<file path="src/rtl/regfile_wb_arbiter.sv">
// Round-robin arbiter for the register file's single write port (ALU vs load unit),
// with a destination-register busy scoreboard and issue-stage hazard detection.
module regfile_wb_arbiter #(
  parameter int DATA_W = 16,
  parameter int ADDR_W = 4
) (
  input  logic                 CLK,
  input  logic                 RST,
  input  logic                 RES_VALID,
  input  logic [ADDR_W-1:0]    RES_ADDR,
  input  logic [ADDR_W-1:0]    RD_ADDR1,
  input  logic [ADDR_W-1:0]    RD_ADDR2,
  input  logic                 A_VALID,
  input  logic [ADDR_W-1:0]    A_ADDR,
  input  logic [DATA_W-1:0]    A_DATA,
  output logic                 A_READY,
  input  logic                 B_VALID,
  input  logic [ADDR_W-1:0]    B_ADDR,
  input  logic [DATA_W-1:0]    B_DATA,
  output logic                 B_READY,
  output logic                 W_EN,
  output logic [ADDR_W-1:0]    address,
  output logic [DATA_W-1:0]    INIT,
  output logic [2**ADDR_W-1:0] BUSY,
  output logic                 HAZARD
);

  typedef enum logic {PRIO_A = 1'b0, PRIO_B = 1'b1} prio_t;

  prio_t               prio;
  logic [2**ADDR_W-1:0] busy;
  logic [2**ADDR_W-1:0] busy_nxt;
  logic                grant_a;
  logic                grant_b;
  logic                accept;
  logic [ADDR_W-1:0]   acc_addr;
  logic [DATA_W-1:0]   acc_data;

  // Grants are suppressed during reset so no handshake can complete then.
  assign grant_a  = !RST && A_VALID && (!B_VALID || (prio == PRIO_A));
  assign grant_b  = !RST && B_VALID && (!A_VALID || (prio == PRIO_B));
  assign accept   = grant_a || grant_b;
  assign acc_addr = grant_a ? A_ADDR : B_ADDR;
  assign acc_data = grant_a ? A_DATA : B_DATA;

  assign A_READY = grant_a;
  assign B_READY = grant_b;
  assign BUSY    = busy;

  // A reservation in the same cycle as the write it replaces means a newer write is pending.
  always_comb begin
    busy_nxt = busy;
    if (accept) busy_nxt[acc_addr] = 1'b0;
    if (RES_VALID) busy_nxt[RES_ADDR] = 1'b1;
    busy_nxt[0] = 1'b0;
  end

  assign HAZARD = busy[RD_ADDR1] | busy[RD_ADDR2] | (RES_VALID & busy[RES_ADDR]);

  always_ff @(posedge CLK) begin
    if (RST) begin
      prio    <= PRIO_A;
      busy    <= '0;
      W_EN    <= 1'b0;
      address <= '0;
      INIT    <= '0;
    end else begin
      busy <= busy_nxt;
      if (accept) begin
        W_EN    <= (acc_addr != '0);
        address <= acc_addr;
        INIT    <= acc_data;
        prio    <= grant_a ? PRIO_B : PRIO_A;
      end else begin
        W_EN <= 1'b0;
      end
    end
  end

endmodule

</file>
<file path="config.mk">
export PLATFORM = sky130hd
export DESIGN_NAME = regfile_wb_arbiter
export DESIGN_NICKNAME = d
export VERILOG_FILES = /design/src/rtl/regfile_wb_arbiter.sv
export SDC_FILE = /design/constraint.sdc
export NUM_CORES = 1
export LEC_CHECK = 0
export ABC_AREA = 1
export CORE_UTILIZATION = 43
export DETAILED_ROUTE_END_ITERATION = 7
export HOLD_SLACK_MARGIN = 0.1
export PLACE_DENSITY = 0.88
export SKIP_CTS_REPAIR_TIMING = 1
export SLEW_MARGIN = 20
export SYNTH_ARGS = -nofsm -noshare
export SYNTH_HDL_FRONTEND = slang
export SYNTH_SLANG_ARGS = --single-unit
</file>
<file path="constraint.sdc">
create_clock -name CLK -period 1.4 [get_ports CLK]
set_input_delay 0.28 -clock CLK [delete_from_list [all_inputs] [get_ports CLK]]
set_output_delay 0.28 -clock CLK [all_outputs]
set_load 0.005 [all_outputs]
</file>
---- After elaboration in Yosys (flattened, before gate mapping) ----
Cells that the tools add are included.
word-level totals
  register bits ........................... 38
  latch bits .............................. 0
  memory bits (writable) .................. 0
  memory bits (read-only) ................. 0
  input port bits ......................... 57
  output and inout port bits .............. 40
  word-level logic and storage cells ...... 49
  memories kept ........................... 0
operators by class
  add/sub/neg operators ................... 0
  multipliers ............................. 0
  div/mod/pow operators ................... 0
  magnitude comparators ................... 6
  equality and inequality tests ........... 0
  shift-type cells ........................ 0
  mux-type cells .......................... 15
  bitwise operators ....................... 8
  reductions and logical operators ........ 14
operator list
  operator                                                                              number
  16-bit 2-to-1 mux                                                                     3
  4-bit by 5-bit less-than comparator with 1-bit output (second input constant)         4
  16-bit AND                                                                            1
  16-bit NOT                                                                            1
  16-bit bitwise OR                                                                     1
  1-bit binary-select mux with 4-bit select                                             3
  1-bit demux with 4-bit select                                                         2
  4-bit by 1-bit greater-or-equal comparator with 1-bit output (second input constant)  2
  1-bit logical AND                                                                     6
  1-bit 2-to-1 mux                                                                      6
  4-bit 2-to-1 mux                                                                      1
  4-bit nonzero test                                                                    1
  1-bit logical NOT                                                                     3
  1-bit logical OR                                                                      3
  1-bit NOT                                                                             2
  1-bit bitwise OR                                                                      2
  2-bit OR reduction                                                                    1
  1-bit AND                                                                             1

---- Logic depth before layout (Yosys ltp) ----
Gate-level depths: netlist (run 1).
  word-level depth ........................ 13
  depth in mapped cells ................... 12
  depth with buffers taken out ............ 10

---- Least setup slack after synthesis (run 1) ----
OpenSTA, ideal clock, no wires.
  kind .................................... input port to flip-flop
  start ................................... input RST
  end ..................................... register busy[10], in the netlist BUSY[10]
  library setup time ...................... 0.135 ns
  arrival ................................. 1.149 ns
  required time ........................... 1.265 ns
  slack ................................... 0.116 ns
  stages .................................. 12
  buffers on the path ..................... 2
  cell sequence ........................... buf_6 inv_6 nand2_2 nor2_2 buf_6 nand2_2 nand2_1 nand2_2 inv_2 nand2_1 nand2_1 a21oi_2
between the ends
  longest elaborated chain between the ends .. 13
  elaborated cells between the ends (all ways) .. 17
  those cells by class .................... order compare (2); mux (5); bitwise (3); reduce/logical (7)
RTL lines
  element                                                                                                                                                             line    RTL
  start, declared                                                                                                                                                     8       input logic RST,
  1-bit logical NOT                                                                                                                                                   40, 41
  1-bit logical AND (2 in a row)                                                                                                                                      40      assign grant_a = !RST && A_VALID && (!B_VALID || (prio == PRIO_A));
  4-bit 2-to-1 mux                                                                                                                                                    43      assign acc_addr = grant_a ? A_ADDR : B_ADDR;
  4-bit by 5-bit less-than comparator with 1-bit output (not written as such) / 4-bit by 1-bit greater-or-equal comparator with 1-bit output (equally long branches)  53      if (accept) busy_nxt[acc_addr] = 1'b0;
  1-bit logical AND (not written as such)                                                                                                                             53
  1-bit 2-to-1 mux (not written as such)                                                                                                                              53
  1-bit demux with 4-bit select                                                                                                                                       53
  16-bit NOT (no line)                                                                                                                                                -
  16-bit AND (no line)                                                                                                                                                -
  16-bit 2-to-1 mux                                                                                                                                                   53
  16-bit bitwise OR (no line)                                                                                                                                         -
  16-bit 2-to-1 mux                                                                                                                                                   54      if (RES_VALID) busy_nxt[RES_ADDR] = 1'b1;
  end signal, assigned                                                                                                                                                68      busy <= busy_nxt;
  end, declared                                                                                                                                                       31      logic [2**ADDR_W-1:0] busy;
Several ways; a longest one is shown, not always the timed one.
A chain may end at the register's enable or synchronous reset.

---- Worst setup path after layout (run 1) ----
  start ................................... input RES_ADDR[2]
  end ..................................... output HAZARD
between the ends
  longest elaborated chain between the ends .. 4
RTL lines
  element                                    line  RTL
  start, declared                            10    input logic [ADDR_W-1:0] RES_ADDR,
  1-bit binary-select mux with 4-bit select  58    assign HAZARD = busy[RD_ADDR1] | busy[RD_ADDR2] | (RES_VALID & busy[RES_ADDR]);
  1-bit 2-to-1 mux (not written as such)     58
  1-bit AND                                  58
  1-bit bitwise OR                           58
  end, declared                              25    output logic HAZARD
No other way between the ends. The select of a mux whose other input is x is not followed.

==> flow_summary.toml, run 1 <==
[floorplan]
die_area_um2 = 5500
rows = 25
chipHeight_um = 74.2
io_pins = 97
initial_core_util_pct = 45.9
fp.dieW_um = 74.2
core_area_um2 = 4880

[detailed_routing]
vias_per_cell = 5.79
drt_pass1_iterations = 7
ant_nets = 0
drtIter0Drc = 514
drc = 0
drt-total-wl_um = 9990
wl_per_cell_um = 17.6
vias = 3284

[sta]
final_max_slew_viol_count = 0
hold_violations = 0
min_period_ns = 1.81
fin_tns_setup_ns = -1.54
rsz0062_at_grt = "true"
worst_slack_ns = -0.409
max_freq_mhz = 553
finalClockSkew_ns = 0.0146
fin_crit_sh_pct = 129
setup_viol = 17

[placement]
numPortBuffers = 95
dp_hpwl_um = 6230
gp_congestion = 0.950
place_ws_ns = -1.03

[clocking]
cts_tree = "yes"
ctsHtreeMaxLevel = 2
cts.clk_slew.worst_paths_ns = 0.08
cts-root-buf = "clkbuf_8"
clk_latency_ns = 0.29
cts_sinks = 37
cts_max_path_buffers = 2
cts_buffers = 5

[synth]
netlist_area_um2 = 2240
ys_seq_area_share_pct = 33.1
synth_fp_nets = 404
ys_seq_elements = 37
yosysWarnings = 0
synth_area_per_cell_um2 = 6.46
synth_cell_types = 27
netlist_instances = 347

[setup_path]
rr_startpoint = "prio$_SDFFE_PP0N_"
cp-start-kind = "input pin"
r2r_slack_ns = -0.25
crit_required_ns = 1.12
critical_path_class = "in2out"
crit_fanout = 4
end_kind = "output port"
rr_worst_depth = 9
r2r_end = "BUSY[6]$_SDFF_PP0_"
arrival_ns = 1.53

[global_route]
grt_pass1_vias = 2864
antenna_found_initial = 0
grt_overflow = 0
grt_first_pass_wirelength_um = 12800
grt_usage_pct = 30.5
grt_max_degree = 32

[job]
max-cap-violations = 0

[layout]
diodes = 0
nFillCells = 267
seqCellArea_um2 = 782
syn_to_final_growth_pct = 82.8
multi_input_area_um2 = 1400
drive_above_1_share_pct = 30.6
final_nets = 557

[min_path]
min_from = "A_VALID"
min_path_type = "in2reg"
holdPathStages = 4
hold_end = "prio$_SDFFE_PP0N_"

[power_and_ir_drop]
ir_drop_v = 0.000746
power.leakage_nw = 2.39
p_per_area_nw_per_um2 = 699

[run_status]
violations = "setup timing"
status = "complete, but fails checks"
[cells in the final DEF, fill, tap and decap left out, types with 16 or more instances in the layout]
cell type / synthesis / routed
nand2_1: 118 / 107
buf_4: 2 / 57
clkdlybuf4s50_1: 0 / 47
dlymetal6s2s_1: 0 / 45
inv_1: 33 / 25
o21ai_0: 25 / 23
dfxtp_1: 37 / 18
nand3_1: 22 / 17
nand2_2: 8 / 16
a31oi_1: 16 / 16
[cell type report]
class                   count  area share [%]
flip-flops and latches     37            19.1
clock buffers               7            2.11
well taps                  67            2.05
multi-input cells         258            34.1
inverters                  37            3.57
repair buffers            161            39.1
[critical path, cell delays in order]
cell             delay, ns
clkdlybuf4s50_1       0.55
inv_1                 0.07
nor2_1                0.18
o21ai_1               0.11
nand2_1               0.07
o21ai_0               0.08
nand2_1               0.08
buf_2                 0.11
[worst max-delay path by stage]
stage	from	end	slack, ns	depth (start not counted)
6_report	RES_ADDR[2]	HAZARD	-0.41	8
2_1_floorplan	RST	BUSY[10]$_SDFF_PP0_	0.12	12
5_1_grt	RES_ADDR[2]	HAZARD	-0.47	8
3_5_place_dp	RD_ADDR2[0]	HAZARD	-1.03	11
3_3_place_gp	RD_ADDR2[0]	HAZARD	-0.93	11
4_1_cts	RD_ADDR2[0]	HAZARD	-1.02	11
[sequential cells by signal, indices dropped and copies added (netlist names)]
register  flops
W_EN          1
INIT         16
prio          1
BUSY         15
address       4
[synthesized netlist by cell type (all sizes together)]
cell    count  share of area (%)
buf        12                3.7
nand2     128                 23
o211ai     12                4.0
inv        37                6.4
a31oi      16                4.5
nand3      24                5.8
o21ai      25                5.6
a21boi      1               0.34
dfxtp      37                 33
conb        1               0.17
o21bai      3                1.0
nor3        2               0.45
clkbuf      3               0.50
nand4       4                1.1
nor2       21                3.9
or2         1               0.28
a21oi      20                5.8
[cells by family after synthesis]
group | count (synthesis) | share of synthesized area (%)
other | 1 | 0.167
buffers and inverters | 52 | 10.7
DFF | 37 | 33.1
AOI/OAI and AO/OA | 77 | 21.2
and+or+nand+nor | 180 | 34.9
[power breakdown]
part | switching [mW] | internal, mW
clock | 0.398 | 0.392
sequential | 0.0444 | 1.11
combinational | 0.447 | 0.470
[per-stage QoR]
| step | instance area [um2] | hold WS, ns | cells | util (%) | power [mW] |
|---|---|---|---|---|---|
| 6_report | 4100 | 0.513 | 567 | 83.9 | 2.86 |
| 5_1_grt | 4100 | 0.526 | 567 | 83.9 | 2.98 |
| 4_1_cts | 3710 | 0.516 | 559 | 76.1 | 2.74 |
| 3_5_place_dp | 3630 | 0.493 | 552 | 74.4 | 1.99 |
| 3_3_place_gp | 3630 | 0.481 | 552 | 74.4 | 1.96 |
| 2_1_floorplan | 2240 | 0.430 | 347 | - | 1.50 |
[metal layers]
metal / track usage, % / part of all wire, %
met4: 12.2 / 4.9
met1: 35.5 / 35
met2: 54.8 / 49
met3: 5.96 / 11
met5: 0 / 0
(Power assumes the default switching activity.)
==> run 2, diff against run 1 <==
--- a/config.mk
+++ b/config.mk
@@ -9,7 +9,7 @@
 export CORE_UTILIZATION = 43
 export DETAILED_ROUTE_END_ITERATION = 7
 export HOLD_SLACK_MARGIN = 0.1
-export PLACE_DENSITY = 0.88
+export PLACE_DENSITY = 0.78
 export SKIP_CTS_REPAIR_TIMING = 1
 export SLEW_MARGIN = 20
 export SYNTH_ARGS = -nofsm -noshare
==> run 2 against run 1 <==
Against the previous run: the flow still finishes with violations (setup timing); clock skew down 0.0067 ns; wire length shrank 9.1%; clock power grew 27%; first-iteration DRC count is 45% lower; non-clock buffer count down 5; clock-buffer cell count fell by 1; sequential power about the same; worst hold slack worse by 0.046 ns; combinational power down 2.4%; flip-flop and latch count unchanged; critical path type is now reg2out; critical endpoint unchanged.
==> flow_summary.toml, run 2 (synthesis gave the netlist of run 1 again) <==
[sta]
hold_violations = 0
fin_tns_setup_ns = -1.26
max_freq_mhz = 540
rsz0062_at_grt = "true"
setup_viol = 16
hold_ws_ns = 0.467
final_max_slew_viol_count = 0
finalClockSkew_ns = 0.00794
worst_slack_ns = -0.451
min_period_ns = 1.85
fin_crit_sh_pct = 132

[floorplan]
core_area_um2 = 4880
chipHeight_um = 74.2
die_area_um2 = 5500
io_pins = 97
rows = 25
initial_core_util_pct = 45.9
fp.dieW_um = 74.2

[detailed_routing]
drc = 0
drt-total-wl_um = 9080
wl_per_cell_um = 16.1
drt_pass1_iterations = 5
drtIter0Drc = 282
ant_nets = 0
vias = 3060
vias_per_cell = 5.44

[job]
max-cap-violations = 0

[setup_path]
cp_cell_sequence = "inv_1 -> nand2_1 -> o211ai_1 -> nand3_1 -> nand3_1 -> nand2_1 -> nor2_1 -> nand2_1 -> buf_2"
cp.buffers_inverters = 2
critical_path_class = "reg2out"
path_depth = 9
cp_common_cell = "nand2_1"
r2r_end = "BUSY[2]$_SDFF_PP0_"
critPathSlowestCell = "dfxtp_1"
rr_startpoint = "prio$_SDFFE_PP0N_"
crit_required_ns = 1.12
rr_worst_depth = 12
path_delay_family = "simple AND/OR/NAND/NOR gates"
end_kind = "output port"
r2r_slack_ns = -0.09
arrival_ns = 1.57
crit_fanout = 4
cp-start-kind = "flip-flop"
cp_slowest_stage_delay_ns = 0.31

[run_status]
status = "complete, but fails checks"
violations = "setup timing"

[placement]
dp_hpwl_um = 5610
dp.cells = 548
gp_congestion = 1.00
numPortBuffers = 95

[global_route]
grt_first_pass_wirelength_um = 11300
grt_overflow = 0
grt_max_degree = 34
grt_pass1_vias = 2514
grt_usage_pct = 27.4
antenna_found_initial = 0

[power_and_ir_drop]
total_power_mw = 3.04
p_per_area_nw_per_um2 = 739
ir_drop_v = 0.000543
power.leakage_nw = 2.38

[layout]
final_nets = 552
nFillCells = 301
stdcell_count = 563
final_common_cell = "nand2_1"
syn_to_final_growth_pct = 83.7
top_register = "INIT"
largest_register_ffs = 16
layout_common_cells = "105 x nand2_1, 49 x buf_4, 47 x clkdlybuf4s50_1"
diodes = 0
drive_above_1_share_pct = 30.0

[clocking]
cts.clk_slew.worst_paths_ns = 0.08
cts_buffers = 5
cts_max_path_buffers = 2
cts-root-buf = "clkbuf_8"
cts_tree = "yes"
cts_sinks = 37
ctsHtreeMaxLevel = 2
clk_latency_ns = 0.30

[min_path]
holdPathStages = 5
hold_end = "prio$_SDFFE_PP0N_"
min_from = "B_VALID"
min_path_type = "in2reg"
==> run 2: changes by cell type in the layout (fill, tap and decap cells not counted), sizes merged <==
cell / previous run / this run
buf: 68 / 63
bufinv: 0 / 1
clkbuf: 8 / 6
clkinvlp: 0 / 1
dlymetal6s2s: 45 / 46
==> run 2: layer usage <==
metal  vias to the layer above  GRT usage, %  routed length, um
li1                       1436             -                  -
met1                      1406          34.3               3610
met2                       179          44.7               4370
met3                        39          7.59                771
met4                         0          10.7                328
met5                         -             0                  0
==> run 2: power by group <==
part | internal (mW) | switching, mW
Combinational | 0.462 | 0.434
Sequential | 1.11 | 0.0380
Clock | 0.580 | 0.420
Total | 2.15 | 0.892
==> run 2: tightest hold or removal path, cell delays in order <==
cell and delay, ns:
dlymetal6s2s_1 0.15, nand2_4 0.09, buf_6 0.12, inv_4 0.05, nor3_1 0.04
==> run 2: how the worst max path moves through the flow <==
stage                             from                   to  slack, ns
floorplan                          RST  BUSY[10]$_SDFF_PP0_       0.12
global placement           RES_ADDR[0]               HAZARD      -0.89
detailed placement         RES_ADDR[0]               HAZARD      -0.89
CTS                        RES_ADDR[0]               HAZARD      -0.91
global route        BUSY[7]$_SDFF_PP0_               HAZARD      -0.52
finish              BUSY[7]$_SDFF_PP0_               HAZARD      -0.45
==> run 2: stage by stage <==
step,setup slack (ns),utilization [%],cell area (um2)
6_report,-0.451,84.4,4120
5_1_grt,-0.522,84.4,4120
4_1_cts,-0.907,75.9,3710
3_5_place_dp,-0.891,73.5,3590
3_3_place_gp,-0.890,73.5,3590
2_1_floorplan,0.116,-,2240
==> run 2: cell type report <==
cell class / count / area (um2) / share of cell area (%)
clock inverters: 2 / 37.5 / 0.912
flip-flops and latches: 37 / 785 / 19.1
well taps: 67 / 83.8 / 2.04
clock buffers: 6 / 82.6 / 2.01
multi-input cells: 258 / 1420 / 34.6
inverters: 37 / 146 / 3.56
repair buffers: 156 / 1560 / 37.9
==> run 3, diff against run 2 <==
--- a/config.mk
+++ b/config.mk
@@ -8,8 +8,9 @@
 export ABC_AREA = 1
 export CORE_UTILIZATION = 43
 export DETAILED_ROUTE_END_ITERATION = 7
-export HOLD_SLACK_MARGIN = 0.1
+export HOLD_SLACK_MARGIN = 0.02
 export PLACE_DENSITY = 0.78
+export SETUP_SLACK_MARGIN = 0.4
 export SKIP_CTS_REPAIR_TIMING = 1
 export SLEW_MARGIN = 20
 export SYNTH_ARGS = -nofsm -noshare
==> run 3 against run 2 <==
Against the previous run: final cell count rose by 1.6%; critical endpoint unchanged; wire length grew 21%; highest routed layer unchanged; register-to-register slack lost 0.19 ns; critical path depth down 2; the run ends with DRC, setup timing left; largest power group unchanged; core utilization is 4.9 points higher; global-route usage rose by 1.9 points; die area is the same; worst setup slack worse by 0.069 ns.
==> flow_summary.toml, run 3 (synthesis gave the netlist of run 1 again) <==
[run_status]
status = "complete, but fails checks"
violations = "DRC, setup timing"

[global_route]
grt_usage_pct = 29.3
grt_max_degree = 19
grt_pass1_vias = 2746
antenna_found_initial = 0
grt_first_pass_wirelength_um = 12300
grt_overflow = 0

[sta]
fin_crit_sh_pct = 137
min_period_ns = 1.92
final_max_slew_viol_count = 0
setup_viol = 20
hold_violations = 0
worst_slack_ns = -0.520
finalClockSkew_ns = 0.0141
hold_ws_ns = 0.351
max_freq_mhz = 521
rsz0062_at_grt = "true"

[setup_path]
startpoint = "BUSY[6]$_SDFF_PP0_"
r2r_end = "BUSY[11]$_SDFF_PP0_"
cp.buffers_inverters = 1
cp_slowest_stage_delay_ns = 0.38
crit_end = "HAZARD"
arrival_ns = 1.64
crit_fanout = 5
path_delay_family = "compound AO/OA/AOI/OAI gates"
rr_worst_depth = 8
path_depth = 7
critPathSlowestCell = "dfxtp_4"
crit_required_ns = 1.12
rr_startpoint = "prio$_SDFFE_PP0N_"
critical_path_class = "reg2out"
r2r_slack_ns = -0.28
end_kind = "output port"
cp_cell_sequence = "nand2_1 -> o21ai_0 -> o21ai_1 -> nand2_1 -> o21ai_1 -> nand2_1 -> buf_2"
cp_common_cell = "nand2_1"
cp-start-kind = "flip-flop"

[power_and_ir_drop]
power_frac_comb_pct = 33.1
ir_drop_v = 0.000588
internal-power_mw = 2.19
p_switching_mw = 1.00
switching_share_pct = 31.4
p_per_area_nw_per_um2 = 732
power_frac_seq_pct = 36.6
power.leakage_nw = 2.01
p_clk_share_pct = 30.3

[job]
max-cap-violations = 0

[layout]
syn_to_final_growth_pct = 94.4
final_nets = 561
stdcell_count = 572
final_common_cell = "nand2_1"
stdcell_area_um2 = 4360
largest_register_ffs = 16
layout_common_cells = "86 x nand2_1, 55 x buf_6, 46 x clkdlybuf4s50_1"
diodes = 0
drive_above_1_share_pct = 48.1
top_register = "INIT"

[floorplan]
rows = 25
initial_core_util_pct = 45.9
die_area_um2 = 5500
io_pins = 97
chipHeight_um = 74.2
fp.dieW_um = 74.2
core_area_um2 = 4880

[detailed_routing]
ant_nets = 0
drc = 2
drtIter0Drc = 466
vias_per_cell = 5.78
drt_pass1_iterations = 7
wl_per_cell_um = 19.1
vias = 3306
drt-total-wl_um = 10900

[min_path]
min_path_type = "in2reg"

[clocking]
cts.clk_slew.worst_paths_ns = 0.09
cts-root-buf = "clkbuf_8"
cts_buffers = 5
clk_latency_ns = 0.31
cts_tree = "yes"
ctsHtreeMaxLevel = 2
cts_sinks = 37
cts_max_path_buffers = 2

[placement]
dp_hpwl_um = 5900
dp.cells = 552
place_area_um2 = 3670
numPortBuffers = 95
gp_congestion = 0.873
## run 3: layout make-up
cell class	count	area [um2]
clock buffers	6	72.6
clock inverters	2	38.8
fillers	230	523
inverters	37	161
multi-input cells	258	1560
flip-flops and latches	37	810
well taps	67	83.8
repair buffers	165	1630
## run 3: power by group through the flow
stage / logic, mW / clock network [mW] / registers (mW)
after floorplan: 0.347 / 0 / 1.18
after global placement: 0.815 / 0 / 1.18
after detailed placement: 0.825 / 0 / 1.18
after CTS: 0.834 / 0.938 / 1.16
after global routing: 1.12 / 1.04 / 1.17
final: 1.05 / 0.966 / 1.17
## run 3: worst min-delay path by stage
stage,from,end,slack (ns),cells after the start
after floorplan,A_DATA[0],INIT[0]$_SDFFE_PP0N_,0.43,2
after global placement,address[0]$_SDFFE_PP0N_,address[0]$_SDFFE_PP0N_,0.48,2
after detailed placement,address[2]$_SDFFE_PP0N_,address[2]$_SDFFE_PP0N_,0.49,2
after CTS,address[0]$_SDFFE_PP0N_,address[0]$_SDFFE_PP0N_,0.52,2
after global routing,RST,INIT[4]$_SDFFE_PP0N_,0.38,4
final,RST,INIT[4]$_SDFFE_PP0N_,0.35,4
## run 3: metal layers
metal / wire [um] / share of wire [%] / vias to the layer above / global-route usage [%]
li1: - / - / 1456 / -
met1: 3730 / 34 / 1504 / 36.4
met2: 5190 / 47 / 264 / 50.3
met3: 1260 / 12 / 82 / 6.78
met4: 763 / 7.0 / 0 / 9.19
met5: 0 / 0 / - / 0
## run 3: per-stage QoR
stage	TNS [ns]	setup slack, ns	total power [mW]	util (%)
4_1_cts	-10.24	-0.870	2.93	77.5
2_1_floorplan	0	0.168	1.53	-
5_1_grt	-4.48	-0.732	3.33	89.3
6_report	-2.85	-0.520	3.19	89.3
3_3_place_gp	-16.48	-0.877	1.99	75.3
3_5_place_dp	-17.65	-0.867	2.00	75.3
## run 3: worst reg2reg max path, delay by kind of cell (launching register included)
family          cells  cell delay, ns
compound gates      2            0.38
buf+inv             2            0.20
flops               1            0.34
simple gates        4            0.60
